`src/rtl/hazard_pkg.sv`:
```
// Shared types and default sizing for the hazard / scoreboard unit.
// Optional perf counters in hazard_sb are enabled with HAZARD_PERF_CNT_EN.
package hazard_pkg;

    typedef enum logic [1:0] {
        FWD_RF = 2'b00,
        FWD_W  = 2'b01,
        FWD_M  = 2'b10
    } fwd_sel_e;

    localparam int NREG_DEF   = 32;
    localparam int NSRC_DEF   = 2;
    localparam int MAX_LU_DEF = 4;

endpackage

```
`src/rtl/hazard_scoreboard.sv`:
```
// Busy-register scoreboard for long-latency ops: tracks destinations issued from E
// until their out-of-order completion, with an outstanding count and sticky error.
module hazard_scoreboard
    import hazard_pkg::*;
#(
    parameter int NREG   = NREG_DEF,
    parameter int MAX_LU = MAX_LU_DEF,
    parameter int AW     = $clog2(NREG),
    parameter int CW     = $clog2(MAX_LU + 1) + 1
) (
    input  logic            clk,
    input  logic            rst_n,
    input  logic            issue,
    input  logic [AW-1:0]   issue_rd,
    input  logic            done,
    input  logic [AW-1:0]   done_rd,
    output logic [NREG-1:0] busy,
    output logic [CW-1:0]   count,
    output logic            err
);

    logic [NREG-1:0] busy_q, busy_d;
    logic [CW-1:0]   count_q, count_d;
    logic            err_q, err_d;
    logic            done_ok;

    // A completion is legal only when something is outstanding and its register is busy.
    always_comb begin
        done_ok = done && (count_q != '0) && busy_q[done_rd];
        busy_d  = busy_q;
        count_d = count_q;
        err_d   = err_q;
        if (done_ok) busy_d[done_rd] = 1'b0;
        if (issue)   busy_d[issue_rd] = 1'b1;
        busy_d[0] = 1'b0;
        if (done && !done_ok) err_d = 1'b1;
        case ({issue, done_ok})
            2'b10:   count_d = count_q + CW'(1);
            2'b01:   count_d = count_q - CW'(1);
            default: count_d = count_q;
        endcase
    end

    always_ff @(posedge clk or negedge rst_n) begin
        if (!rst_n) begin
            busy_q  <= '0;
            count_q <= '0;
            err_q   <= 1'b0;
        end else begin
            busy_q  <= busy_d;
            count_q <= count_d;
            err_q   <= err_d;
        end
    end

    assign busy  = busy_q;
    assign count = count_q;
    assign err   = err_q;

endmodule

```
`src/rtl/hazard_sb.sv`:
```
// Pipeline hazard unit: forwarding, load-use / scoreboard stalls, branch flushes and
// cache-miss freezes. Perf counters exist only when HAZARD_PERF_CNT_EN is defined.
module hazard_sb
    import hazard_pkg::*;
#(
    parameter int NREG   = NREG_DEF,
    parameter int NSRC   = NSRC_DEF,
    parameter int MAX_LU = MAX_LU_DEF,
    parameter int AW     = $clog2(NREG)
) (
    input  logic               clk,
    input  logic               rst_n,
    input  logic [NSRC*AW-1:0] rs_d,
    input  logic [NSRC-1:0]    rs_used_d,
    input  logic [AW-1:0]      rd_d,
    input  logic               reg_write_d,
    input  logic               long_d,
    input  logic [NSRC*AW-1:0] rs_e,
    input  logic [AW-1:0]      rd_e,
    input  logic               reg_write_e,
    input  logic               load_e,
    input  logic               long_e,
    input  logic               pc_src_e,
    input  logic [AW-1:0]      rd_m,
    input  logic [AW-1:0]      rd_w,
    input  logic               reg_write_m,
    input  logic               reg_write_w,
    input  logic               mem_stall,
    input  logic               lu_done,
    input  logic [AW-1:0]      lu_rd,
    output logic               stall_f,
    output logic               stall_d,
    output logic               stall_e,
    output logic               stall_m,
    output logic               flush_d,
    output logic               flush_e,
    output logic [2*NSRC-1:0]  fwd_e,
    output logic [NREG-1:0]    sb_busy,
    output logic               sb_err,
    output logic [31:0]        stall_cnt,
    output logic [31:0]        flush_cnt
);

    localparam int CW = $clog2(MAX_LU + 1) + 1;

    logic [CW-1:0] lu_count;
    logic          lu_issue;
    logic          ld_hz, lu_hz, lu_full, hz;

    assign lu_issue = long_e && reg_write_e && (rd_e != '0) && !mem_stall;

    hazard_scoreboard #(
        .NREG   (NREG),
        .MAX_LU (MAX_LU),
        .AW     (AW),
        .CW     (CW)
    ) u_sb (
        .clk      (clk),
        .rst_n    (rst_n),
        .issue    (lu_issue),
        .issue_rd (rd_e),
        .done     (lu_done),
        .done_rd  (lu_rd),
        .busy     (sb_busy),
        .count    (lu_count),
        .err      (sb_err)
    );

    always_comb begin
        ld_hz = 1'b0;
        lu_hz = 1'b0;
        for (int i = 0; i < NSRC; i++) begin
            if (rs_used_d[i] && (rs_d[i*AW +: AW] != '0)) begin
                if (load_e && reg_write_e && (rd_e != '0) && (rd_e == rs_d[i*AW +: AW])) ld_hz = 1'b1;
                if (sb_busy[rs_d[i*AW +: AW]]) lu_hz = 1'b1;
            end
        end
        if (reg_write_d && (rd_d != '0) && sb_busy[rd_d]) lu_hz = 1'b1;
        // The op sitting in E will occupy a slot before D can issue, so count it too.
        lu_full = long_d && ((int'(lu_count) + int'(long_e)) >= MAX_LU);
        hz      = ld_hz || lu_hz || lu_full;
    end

    always_comb begin
        stall_f = 1'b0;
        stall_d = 1'b0;
        stall_e = 1'b0;
        stall_m = 1'b0;
        flush_d = 1'b0;
        flush_e = 1'b0;
        if (mem_stall) begin
            stall_f = 1'b1;
            stall_d = 1'b1;
            stall_e = 1'b1;
            stall_m = 1'b1;
        end else if (pc_src_e) begin
            flush_d = 1'b1;
            flush_e = 1'b1;
        end else if (hz) begin
            stall_f = 1'b1;
            stall_d = 1'b1;
            flush_e = 1'b1;
        end
    end

    always_comb begin
        fwd_e = '0;
        for (int i = 0; i < NSRC; i++) begin
            if (rs_e[i*AW +: AW] != '0) begin
                if (reg_write_m && (rs_e[i*AW +: AW] == rd_m))      fwd_e[2*i +: 2] = FWD_M;
                else if (reg_write_w && (rs_e[i*AW +: AW] == rd_w)) fwd_e[2*i +: 2] = FWD_W;
            end
        end
    end

`ifdef HAZARD_PERF_CNT_EN
    logic [31:0] stall_cnt_q, stall_cnt_d;
    logic [31:0] flush_cnt_q, flush_cnt_d;

    always_comb begin
        stall_cnt_d = stall_cnt_q;
        flush_cnt_d = flush_cnt_q;
        if (stall_d && !mem_stall)  stall_cnt_d = stall_cnt_q + 32'd1;
        if (pc_src_e && !mem_stall) flush_cnt_d = flush_cnt_q + 32'd1;
    end

    always_ff @(posedge clk or negedge rst_n) begin
        if (!rst_n) begin
            stall_cnt_q <= '0;
            flush_cnt_q <= '0;
        end else begin
            stall_cnt_q <= stall_cnt_d;
            flush_cnt_q <= flush_cnt_d;
        end
    end

    assign stall_cnt = stall_cnt_q;
    assign flush_cnt = flush_cnt_q;
`else
    assign stall_cnt = '0;
    assign flush_cnt = '0;
`endif

endmodule
```
`config.mk`:
```
export PLATFORM = sky130hd
export DESIGN_NAME = hazard_sb
export DESIGN_NICKNAME = d
export VERILOG_FILES = /design/src/rtl/hazard_pkg.sv /design/src/rtl/hazard_scoreboard.sv /design/src/rtl/hazard_sb.sv
export SDC_FILE = /design/constraint.sdc
export NUM_CORES = 1
export LEC_CHECK = 0
export CAP_MARGIN = 20
export CORE_MARGIN = 1
export CORE_UTILIZATION = 45
export CTS_BUF_LIST = sky130_fd_sc_hd__clkbuf_4 sky130_fd_sc_hd__clkbuf_8
export DETAILED_ROUTE_END_ITERATION = 16
export PLACE_DENSITY = 0.84
export REMOVE_ABC_BUFFERS = 1
export SLEW_MARGIN = 5
export SYNTH_ARGS = -nofsm -noshare
export SYNTH_HDL_FRONTEND = slang
export SYNTH_HIERARCHICAL = 1
export SYNTH_SLANG_ARGS = --single-unit
export TNS_END_PERCENT = 5
```
`constraint.sdc`:
```
create_clock -name clk -period 3.5 [get_ports clk]
set_input_delay 0.7 -clock clk [delete_from_list [all_inputs] [get_ports clk]]
set_output_delay 0.7 -clock clk [all_outputs]
set_load 0.01 [all_outputs]
```
; After elaboration in Yosys (flattened, before gate mapping)
; Index checks and enable logic that the tools add are counted.
[classes]
n_addsub = 3
muxes = 38
bitwise = 3
magnitude_cmp = 8
n_eq_ne = 8
n_reduce_logical = 33
[ops]
columns = operator, count
row1 = $mux 32, 2
row2 = $and 32x32->32, 1
row3 = $not 32->32, 1
row4 = $or 32x32->32, 1
row5 = $eq 5x5->1, 6
row6 = $lt 5x6->1 const B, 5
row7 = $reduce_bool 5->1, 6
row8 = $mux 1, 25
row9 = $logic_and 1x1->1, 21
row10 = $bmux 1 s5, 4
row11 = $demux 1 s5, 2
row12 = $ge 5x1->1 const B, 2
row13 = $mux 2, 4
row14 = $pmux 4 s2, 1
row15 = $add 4x1->5, 1
row16 = $ge 5x3->1 const B, 1
row17 = $add 4x1->4 const B, 1
row18 = $reduce_bool 4->1, 1
row19 = $sub 4x1->4 const B, 1
row20 = $eq 2x1->1 const B, 1
row21 = $eq 2x2->1 const B, 1
row22 = $logic_not 1->1, 2
row23 = $logic_or 1x1->1, 2
row24 = $reduce_bool 2->1, 1
[word_totals]
regBits = 36
word_cells = 96
inputBits = 59
out_inout_bits = 107

; Depth between registers and ports, before layout
; Gate-level depths: netlist of run 1.
[logic_depth]
ltp_word = 12
mapped_depth = 14
depth_no_buf = 12

; By module
; Netlist of run 1, hierarchy kept.
[modules_own_cells]
columns = module, n_inst, seq_area_each_um2, cells_each, area_each_um2
row1 = hazard_scoreboard, 1, 900.9, 261, 2389.8
row2 = hazard_sb, 1, 0.0, 230, 1950.6

; Worst setup path before layout of run 1
; No wires, ideal clock.
[synth_path]
kind = input to register
start = input port lu_rd[4]
end = register u_sb.count_q[2] (netlist: u_sb/count[2])
slack_ns = 0.433
required_ns = 3.373
arrival_time_ns = 2.940
path_stages = 14
path_buffers = 2
setup_time_ns = 0.127
cell_sequence = buf_4 > or3b_1 > buf_2 > o22ai_2 > o32ai_2 > nand4_4 > nor2b_1 > ha_1 > xor2_1 > ha_1 > a21oi_1 > xor2_1 > nor2_1 > xor2_1
[synth_via]
elab_chain_len = 5
elab_cells_between_ends = 7
cone_classes = eq/ne (2) / mux (3) / reduce/logical (2)
[synth_rtl]
columns = item, line
row1 = from (decl), hazard_sb.sv:30  ; input logic [AW-1:0] lu_rd,
row2 = $bmux 1 s5 *, hazard_scoreboard.sv:29  ; done_ok = done && (count_q != '0) && busy_q[done_rd];
row3 = $mux 1 (not written as such) *, hazard_scoreboard.sv:29
row4 = $logic_and 1x1->1 *, hazard_scoreboard.sv:29
row5 = $eq 2x1->1 / $eq 2x2->1 (equally long branches), hazard_scoreboard.sv:37  ; case ({issue, done_ok})
row6 = $pmux 4 s2 / $reduce_bool 2->1 (equally long branches), --
row7 = to (signal assigned), hazard_scoreboard.sv:51  ; count_q <= count_d;
row8 = to (decl), hazard_scoreboard.sv:23  ; logic [CW-1:0] count_q, count_d;
; Mark *: on every way between the ends. The rest lies on a longest branch, timed or not. The select of a mux whose other input is x is not followed.
; A chain may end at the register's enable or synchronous reset.

; Final worst setup path of run 1
[layout_path]
start = input port rs_d[3]
end = output port flush_e
[layout_via]
elab_chain_len = 12
elab_cells_between_ends = 20
cone_classes = eq/ne (1) / mux (14) / reduce/logical (5)
[layout_rtl]
columns = item, line
row1 = from (decl), hazard_sb.sv:13  ; input logic [NSRC*AW-1:0] rs_d,
row2 = $bmux 1 s5, hazard_sb.sv:75  ; if (sb_busy[rs_d[i*AW +: AW]]) lu_hz = 1'b1;
row3 = $mux 1 (not written as such), hazard_sb.sv:75
row4 = $mux 1, hazard_sb.sv:75
row5 = $mux 1, hazard_sb.sv:73  ; if (rs_used_d[i] && (rs_d[i*AW +: AW] != '0)) begin
row6 = $mux 1, hazard_sb.sv:75
row7 = $mux 1, hazard_sb.sv:73
row8 = $mux 1, hazard_sb.sv:78  ; if (reg_write_d && (rd_d != '0) && sb_busy[rd_d]) lu_hz = 1'b1;
row9 = $logic_or 1x1->1 * (2 in a row), hazard_sb.sv:81  ; hz = ld_hz || lu_hz || lu_full;
row10 = $mux 1 *, hazard_sb.sv:99  ; end else if (hz) begin
row11 = $mux 1 *, hazard_sb.sv:96  ; end else if (pc_src_e) begin
row12 = $mux 1 *, hazard_sb.sv:91  ; if (mem_stall) begin
row13 = to (decl), hazard_sb.sv:36  ; output logic flush_e,
; Marked as above.

==> impl.org, run 1 <==
** Clocking
- Clock tree synthesis found a total of 36 sinks.
- Total CTS buffers :: 5
- TritonCTS built the clock tree.
- Clock latency on the worst-skew pair, taken at its later pin, is 0.29 ns.
- Root buffer selected by CTS :: clkbuf_8
- Maximum root-to-sink buffer count :: 2
- Clock-pin slew reported for the worst setup and hold paths after clock tree synthesis :: 0.07 ns
- Post-CTS Hold Fix Bufs :: 0
- H-tree Lvls :: 2

** Drt
- Vias after detailed routing :: roughly 4300
- For this run, design rule violations remaining after detail routing come to 0.
- For this run, the detailed router's first-pass iteration total came to 5.
- Routed length per instance :: 18.6 um
- The first routing iteration left around 480 violations.
- In this run the remaining antenna-violating nets after routing total 0.
- Total Wirelength :: approximately 14000 um
- After detailed routing, the number of vias per cell comes to ~5.8.

** Critical path
- The critical path goes through clkdlybuf4s50_1 > xnor2_1 > nand3_1 > or4_1 > a211oi_2 > nor3_2 > buf_4 > a31oi_1 > buf_2.
- Together, buffers and inverters on the worst path number 3.
- Maximum fanout count along the critical path :: 3
- At the worst endpoint, the required time is 2.80 ns.
- Critical Setup Path Class :: in -> out
- For this design, the slowest cell found on the critical path is or4_1.
- Crit-path max cell delay :: 0.55 ns
- In this design, the largest share of critical-path delay is due to buffers and inverters.
- Kind of end point of the critical path :: output port
- STA puts the critical path data arrival time at 2.74 ns.
- STA classifies the critical path startpoint as an input pin.

** Timing
- The worst path in the final design needs a cycle of 3.44 ns, including I/O delays and setup.
- Setup Viol. Count Final :: 0
- Summed over all failing endpoints, the final setup total negative slack is 0 ns.
- The count of pins over their slew limit was 0.
- At the pin with the least slew margin, the transition time is 0.523 ns.
- Final hold slack :: around 0.56 ns
- RSZ-0062 raised after global routing :: yes
- Slew margin rel. :: 65.2%
- Maximum clock frequency :: 290 MHz
- Worst setup margin :: 0.0557 ns
- Clock skew :: 0.00479 ns
- Final hold violation count :: 0
- Final clock period utilization by the worst path :: 98.4%

** Placement
- Placed Instance Area :: 5430 sq um
- The HPWL after detailed placement is approximately 10000 um.
- OpenSTA, run right after detailed placement, puts the worst setup slack at -0.462 ns.
- The congestion estimate from routability-driven global placement came to 0.953.
- Port Buffer Count :: 100

** Synth
- Seq cells post-synth :: 36
- Sequential cells were found to cover slightly above 20% of the synthesized design area.
- Yosys printed 6 warnings.
- Async set-reset flop share out of synthesis :: 100%
- Netlist cell types :: 54
- Number of synthesized flops with an enable pin :: 0
- Combined area of all synthesized cells :: 4340 sq um
- The most used flip-flop cell after synthesis is dfrtp_1.
- The average instance in the mapped netlist occupies 8.84 sq um.
- In the synthesized netlist, the number of instances is 491.

** Global route
- Entering global routing, the biggest net connects 37 pins.
- Via count of the first global-routing pass :: 4225
- Total congestion overflow :: 0
- Global routing consumed, over all layers together, between 20% and 30% of the routing resources.
- Antenna violations before repair :: 0
- The first global-routing pass estimated around 21000 um of wire.

** Die
- The core region is between 9000 and 10000 sq um.
- During I/O placement, the number of pins put on the boundary was about 170.
- Die height :: 100 um
- Die area :: 10000 sq um
- Row Count :: 35
- Horiz. Die Dim :: 100 um
- Effective utilization at floorplan :: 46.8%

** Worst hold path
- The tightest min-delay check is of the reg -> reg type.

** Run status
- The flow ran to the end, and the final reports show no timing, DRC or antenna violations.

** Layout
- The library cell used most frequently in the layout, excluding fill and tap cells, is clkdlybuf4s50_1.
- Total number of nets in the final design :: between 600 and 700
- Fillers :: 796
- Number of inserted diodes :: 0
- Most frequent cells in the layout :: 94 x clkdlybuf4s50_1, 79 x nor2_1, 65 x conb_1, 51 x buf_4, 36 x dfrtp_1
- Area added between synthesis and finish :: 28.9%
- Final design area excluding fillers :: between 5000 and 6000 sq um
- Ratio of cells with drive above 1 in the final layout :: 19.8%

** Power and ir drop
- Static Leak :: 2.26 nW
- Dividing total power by cell area gives a power density of 330 nW/um^2.
- Peak supply drop :: 0.000169 V

** Run
- Max-cap violations in this run came to 0.
==> tightest hold or removal path: stages, from the launching register on <==
cell and delay [ns]:
dfrtp_1 0.37, nor2_1 0.05, a21oi_1 0.11
==> layout make-up <==
class	count	area [sq um]	area share, %
Multi-Input combinational cell	417	2990	53.5
Tap cell	129	161	2.89
Timing Repair Buffer	155	1430	25.5
Sequential cell	36	901	16.1
Clock buffer	7	96.3	1.72
Inverter	5	18.8	0.335
==> where the power goes <==
part	total [mW]	internal (mW)	switching (mW)
clock network	0.328	0.175	0.153
registers	0.642	0.490	0.152
logic	0.877	0.447	0.430
total	1.85	1.11	0.735
==> path summary, 6_finish.rpt <==
kind	start	endpoint	slack, ns	depth (start not counted)
worst max-delay path	rs_d[3]	flush_e	0.06	9
worst min-delay path	u_sb/err$_DFFE_PN0P_	u_sb/err$_DFFE_PN0P_	0.56	2
worst min register to register	u_sb/err$_DFFE_PN0P_	u_sb/err$_DFFE_PN0P_	0.56	2
max in group asynchronous	rst_n	u_sb/busy[31]$_DFF_PN0_	2.32	2
worst max register to register	u_sb/busy[1]$_DFF_PN0_	u_sb/count[3]$_DFFE_PN0P_	0.67	13
min in group asynchronous	rst_n	u_sb/busy[12]$_DFF_PN0_	0.82	2
==> state kept, by name, summed over array words and instances, names as in the netlist <==
register / cells
u_sb/busy: 31
u_sb/count: 4
u_sb/err: 1
==> timing repair <==
action / CTS / global route
resized for setup: 20 / 7
buffers inserted: 2 / 1
pin swaps: 5 / 4
setup endpoints to repair: 3 / 3
==> logic make-up after synthesis <==
logic type	share of synthesized area (%)
AOI/OAI and AO/OA	13.0
xor gates and xnor gates	7.06
adders and majority gates	1.44
buffers and inverters	17.1
DFF	20.8
muxes	17.4
other	0.173
and+or+nand+nor	23.1
==> Yosys cell counts, types with 2 or more instances <==
library cell | instances | share of area [%]
nor2_1 | 79 | 6.8
buf_4 | 70 | 12
dfrtp_1 | 36 | 21
nor4_1 | 34 | 4.9
a21oi_2 | 31 | 6.3
mux2i_1 | 30 | 6.9
xnor2_1 | 18 | 3.6
xor2_1 | 17 | 3.4
nand2_1 | 15 | 1.3
nand3_1 | 12 | 1.4
mux4_2 | 11 | 5.7
nand3b_1 | 11 | 1.9
clkbuf_1 | 10 | 0.86
a21oi_1 | 8 | 0.92
mux4_1 | 7 | 4.2
buf_6 | 6 | 1.6
nand2b_1 | 6 | 0.86
buf_2 | 5 | 0.58
ha_1 | 5 | 1.4
inv_1 | 5 | 0.43
nand4_1 | 5 | 0.72
o21ai_0 | 5 | 0.58
or4_1 | 5 | 0.86
nor2b_1 | 4 | 0.58
nor3_1 | 4 | 0.46
o22ai_1 | 4 | 0.58
a211oi_1 | 3 | 0.52
a22oi_1 | 3 | 0.52
a31oi_1 | 3 | 0.43
buf_12 | 3 | 1.4
nor4b_1 | 3 | 0.61
or3_1 | 3 | 0.43
or3b_1 | 3 | 0.61
and2_1 | 2 | 0.29
buf_1 | 2 | 0.17
conb_1 | 2 | 0.17
mux2_2 | 2 | 0.52
o21ai_1 | 2 | 0.23
o221ai_1 | 2 | 0.40
==> layer usage <==
layer  share of wire, %  global-route usage, %  vias up
met2                 47                   44.3      315
met3                9.7                   4.60       77
met5                  0                      0        -
met1                 38                   32.2     2022
met4                5.3                   17.3        0
li1                   -                      -     1914
==> per-stage QoR <==
stage                     std cells  power, mW  util, %
final                           749       1.85     60.3
after CTS                       748       1.82     59.8
after floorplan                 458       1.03        -
after global routing            749       1.94     60.3
after detailed placement        739       1.49     58.5
after global placement          739       1.46     58.5
Power figures use the tool's default switching activity.
==> run 2: changes to the inputs <==
--- a/config.mk
+++ b/config.mk
@@ -6,11 +6,11 @@
 export NUM_CORES = 1
 export LEC_CHECK = 0
 export CAP_MARGIN = 20
-export CORE_MARGIN = 1
 export CORE_UTILIZATION = 45
 export CTS_BUF_LIST = sky130_fd_sc_hd__clkbuf_4 sky130_fd_sc_hd__clkbuf_8
 export DETAILED_ROUTE_END_ITERATION = 16
-export PLACE_DENSITY = 0.84
+export HOLD_SLACK_MARGIN = 0.1
+export PLACE_DENSITY = 0.92
 export REMOVE_ABC_BUFFERS = 1
 export SLEW_MARGIN = 5
 export SYNTH_ARGS = -nofsm -noshare
==> impl.org, run 2 (same netlist as run 1, synthesis figures left out) <==
** Timing
- The post-route setup TNS came to 0 ns (unchanged).
- Final hold slack :: 0.572 ns (+0.00851 ns)
- The number of hold violations in the final report was 0 (unchanged).
- The transition time of the tightest slew-check pin came to 0.508 ns (-0.0150 ns).
- Clock skew :: 0.00980 ns (+0.00501 ns)
- Setup Viol. Count Final :: 0 (unchanged)
- The final period utilization came to 99.2% (+0.83 points).
- Maximum clock frequency :: 288 MHz (-0.84%)
- Minimum clock period :: 3.47 ns (+0.0292 ns)
- Max Slew Vio Count :: 0 (unchanged)
- The worst max-slew margin expressed relative to the limit came to 66.2% (+1.0 points).

** Placement
- Port Buffer Count :: 100 (unchanged)
- The placer congestion estimate came to 0.993 (+4.2%).
- The detailed-placement wirelength estimate was 10600 um (+1.5%).
- The number of cells after detailed placement is 741 (+0.27%).

** Power and ir drop
- The internal power summed over all cells is 1.07 mW (-3.9%).
- Logic gate share of total power :: 48.0% (+0.5 points)
- The peak supply drop was 0.000211 V (+25%).
- The static leakage power is 2.31 nW (+2.1%).
- Share of power burned in registers :: 35.7% (+1.0 points)
- Share of total power in the clock network :: 16.3% (-1.5 points)
- The power density over the cells came to 324 nW/um^2 (-1.9%).
- Switch Pwr :: 746 uW (+1.4%)
- Overall power after layout :: 1.81 mW (-1.8%)
- Switch share :: 41.1% (+1.3 points)

** Critical path
- Depth of the most critical reg-to-reg path :: 12 (-1)
- Kind of end point of the critical path :: output port
- Worst setup SP type :: input pin
- The largest fanout on the critical path came to 3 (unchanged).
- The arrival time at the worst endpoint was 2.77 ns (+0.03 ns).
- Reg-to-reg critical path endpoint :: u_sb/count[3]$_DFFE_PN0P_
- Critical Setup Path Class :: in -> out
- Origin of the critical flop-to-flop path :: u_sb/busy[1]$_DFF_PN0_
- Required @ worst endpoint :: 2.80 ns (about the same)
- The reg-to-reg setup timing slack came to 0.76 ns (+0.09 ns).

** Global route
- Global-route wire length before repair :: 21500 um (+2.5%)
- The total routing resource utilization after global routing was 27.6% (+0.80 points).
- The number of global-route vias before repair is 4326 (+2.4%).
- The number of antenna violations at the first check in global routing came to 1 (+1).
- Total congestion overflow :: 0 (unchanged)
- The largest net degree at the start of global routing was 37 (unchanged).

** Drt
- The length of routed met2 wiring came to 6800 um (+3.5%).
- Routed metal-1 wirelength :: 5210 um (-1.6%)
- DRT Pass-1 Iters :: 5 (unchanged)
- Drt first-iter violations :: 405 (-15%)
- Detail Route Antenna Nets :: 0 (unchanged)
- The DRC violation count after routing came to 0 (unchanged).
- The routed wire length per instance came to 18.9 um (+1.3%).
- The via density per instance came to 5.87 (+1.5%).
- Top routing layer used :: met4
- Vias after detailed routing :: 4406 (+1.8%)
- The aggregate routed wire length is 14200 um (+1.6%).
- The sum of met3 wire segment lengths after detailed routing was 1500 um (+11%).

** Layout
- In the layout the commonest cells are 88 x clkdlybuf4s50_1, 79 x nor2_1, 65 x conb_1, 51 x buf_4, 36 x dfrtp_1.
- Leaving out fill and tap cells, the most frequent cell in the layout is clkdlybuf4s50_1.
- Count of non-filler cells in the finished layout :: 751 (+0.27%)
- Total number of nets in the final design :: 684 (unchanged)
- From synthesis to final layout, the design area changed by 29.1%.
- Ratio of cells with drive above 1 in the final layout :: 20.1% (+0.29 points)
- The flip-flop count of the largest register after layout came to 31 (unchanged).

** Worst hold path
- The worst hold path begins at u_sb/err$_DFFE_PN0P_.
- The number of instances on the worst hold path is 2 (unchanged).
- The min-delay analysis places its worst path in the category reg -> reg.
- Capture endpoint of the worst hold path :: u_sb/err$_DFFE_PN0P_

** Clocking
- H-tree Lvls :: 2 (unchanged)
- The clock-pin slew on the worst setup and hold paths was 0.08 ns (about the same).
- Worst-Skew Late Latency :: 0.29 ns (about the same)
- Clock sink count :: 36 (unchanged)
- Root buffer selected by CTS :: clkbuf_8
- The maximum number of buffers from clock root to sink was 2 (unchanged).
- TritonCTS built the clock tree.
- The number of buffers created by CTS was 5 (unchanged).

** Die
- The row count was 35 (unchanged).
- The height of the die was 100 um (unchanged).
- The initial cell density of the core was 46.8% (unchanged).
- The I/O pin count is 166 (unchanged).
- Horiz. Die Dim :: 100 um (unchanged)
- Die area :: 10000 sq um (unchanged)
- Core footprint :: 9280 sq um (unchanged)

** Run status
- The flow ran to the end, and the final reports show no timing, DRC or antenna violations.

** Run
- The total of max-cap violations is 0 (unchanged).
-- run 2: changes by cell type in the layout (fill, tap and decap cells not counted), moves of 2 or more --
| cell | before | now |
|---|---|---|
| clkinv_2 | 0 | 2 |
| clkbuf_8 | 7 | 5 |
| clkdlybuf4s50_1 | 94 | 88 |
| dlymetal6s2s_1 | 2 | 6 |
-- run 2: how the worst max path moves through the flow --
stage | start | end | slack [ns] | cells after the start
6_report | rs_d[3] | flush_e | 0.03 | 8
5_1_grt | rs_d[3] | flush_e | -0.03 | 8
4_1_cts | rd_e[3] | flush_e | 0.006 | 8
3_5_place_dp | rs_d[0] | stall_f | -0.42 | 8
3_3_place_gp | rs_d[0] | stall_f | -0.38 | 8
2_1_floorplan | u_sb/count[1]$_DFFE_PN0P_ | u_sb/count[2]$_DFFE_PN0P_ | 0.06 | 9
-- run 2: layer usage --
layer / global-route usage [%] / vias to the layer above
met5: 0 / -
met1: 33.5 / 2041
met3: 5.85 / 86
li1: - / 1916
met4: 15.4 / 0
met2: 45.6 / 363
-- run 2: critical path, cell delays in order --
cell	delay (ns)
clkdlybuf4s50_1	0.53
xnor2_1	0.14
nand3_1	0.10
or4_1	0.55
a211oi_2	0.24
nor3_2	0.08
a31oi_1	0.18
clkdlybuf4s15_1	0.26
-- run 2: final cells by class --
cell class	instances	area, sq um
flip-flops and latches	36	901
clock buffers	5	68.8
repair buffers	155	1440
inverters	5	18.8
multi-input cells	417	2990
clock inverters	3	18.8
diodes	1	2.50
well taps	129	161
fillers	792	3680
-- run 2: repair_timing --
item                                    CTS  global route
gates resized for setup                  19            14
setup buffers                             1             0
endpoints found under the setup margin    3             3
hold buffers                              0             0
pin swaps                                 2             2
-- run 2: through the flow --
stage	utilization, %	instance area, sq um	setup WS [ns]
finish	60.3	5600	0.0265
floorplan	-	3850	0.0647
global route	60.3	5600	-0.0340
CTS	59.9	5560	0.00596
detailed placement	58.8	5460	-0.422
global placement	58.8	5460	-0.379
-- run 2: power groups by stage --
stage | Sequential (mW) | Combinational (mW) | Clock (mW)
finish | 0.648 | 0.871 | 0.295
CTS | 0.640 | 0.853 | 0.303
floorplan | 0.614 | 0.413 | 0
global placement | 0.642 | 0.816 | 0
detailed placement | 0.647 | 0.849 | 0
global route | 0.655 | 0.932 | 0.322
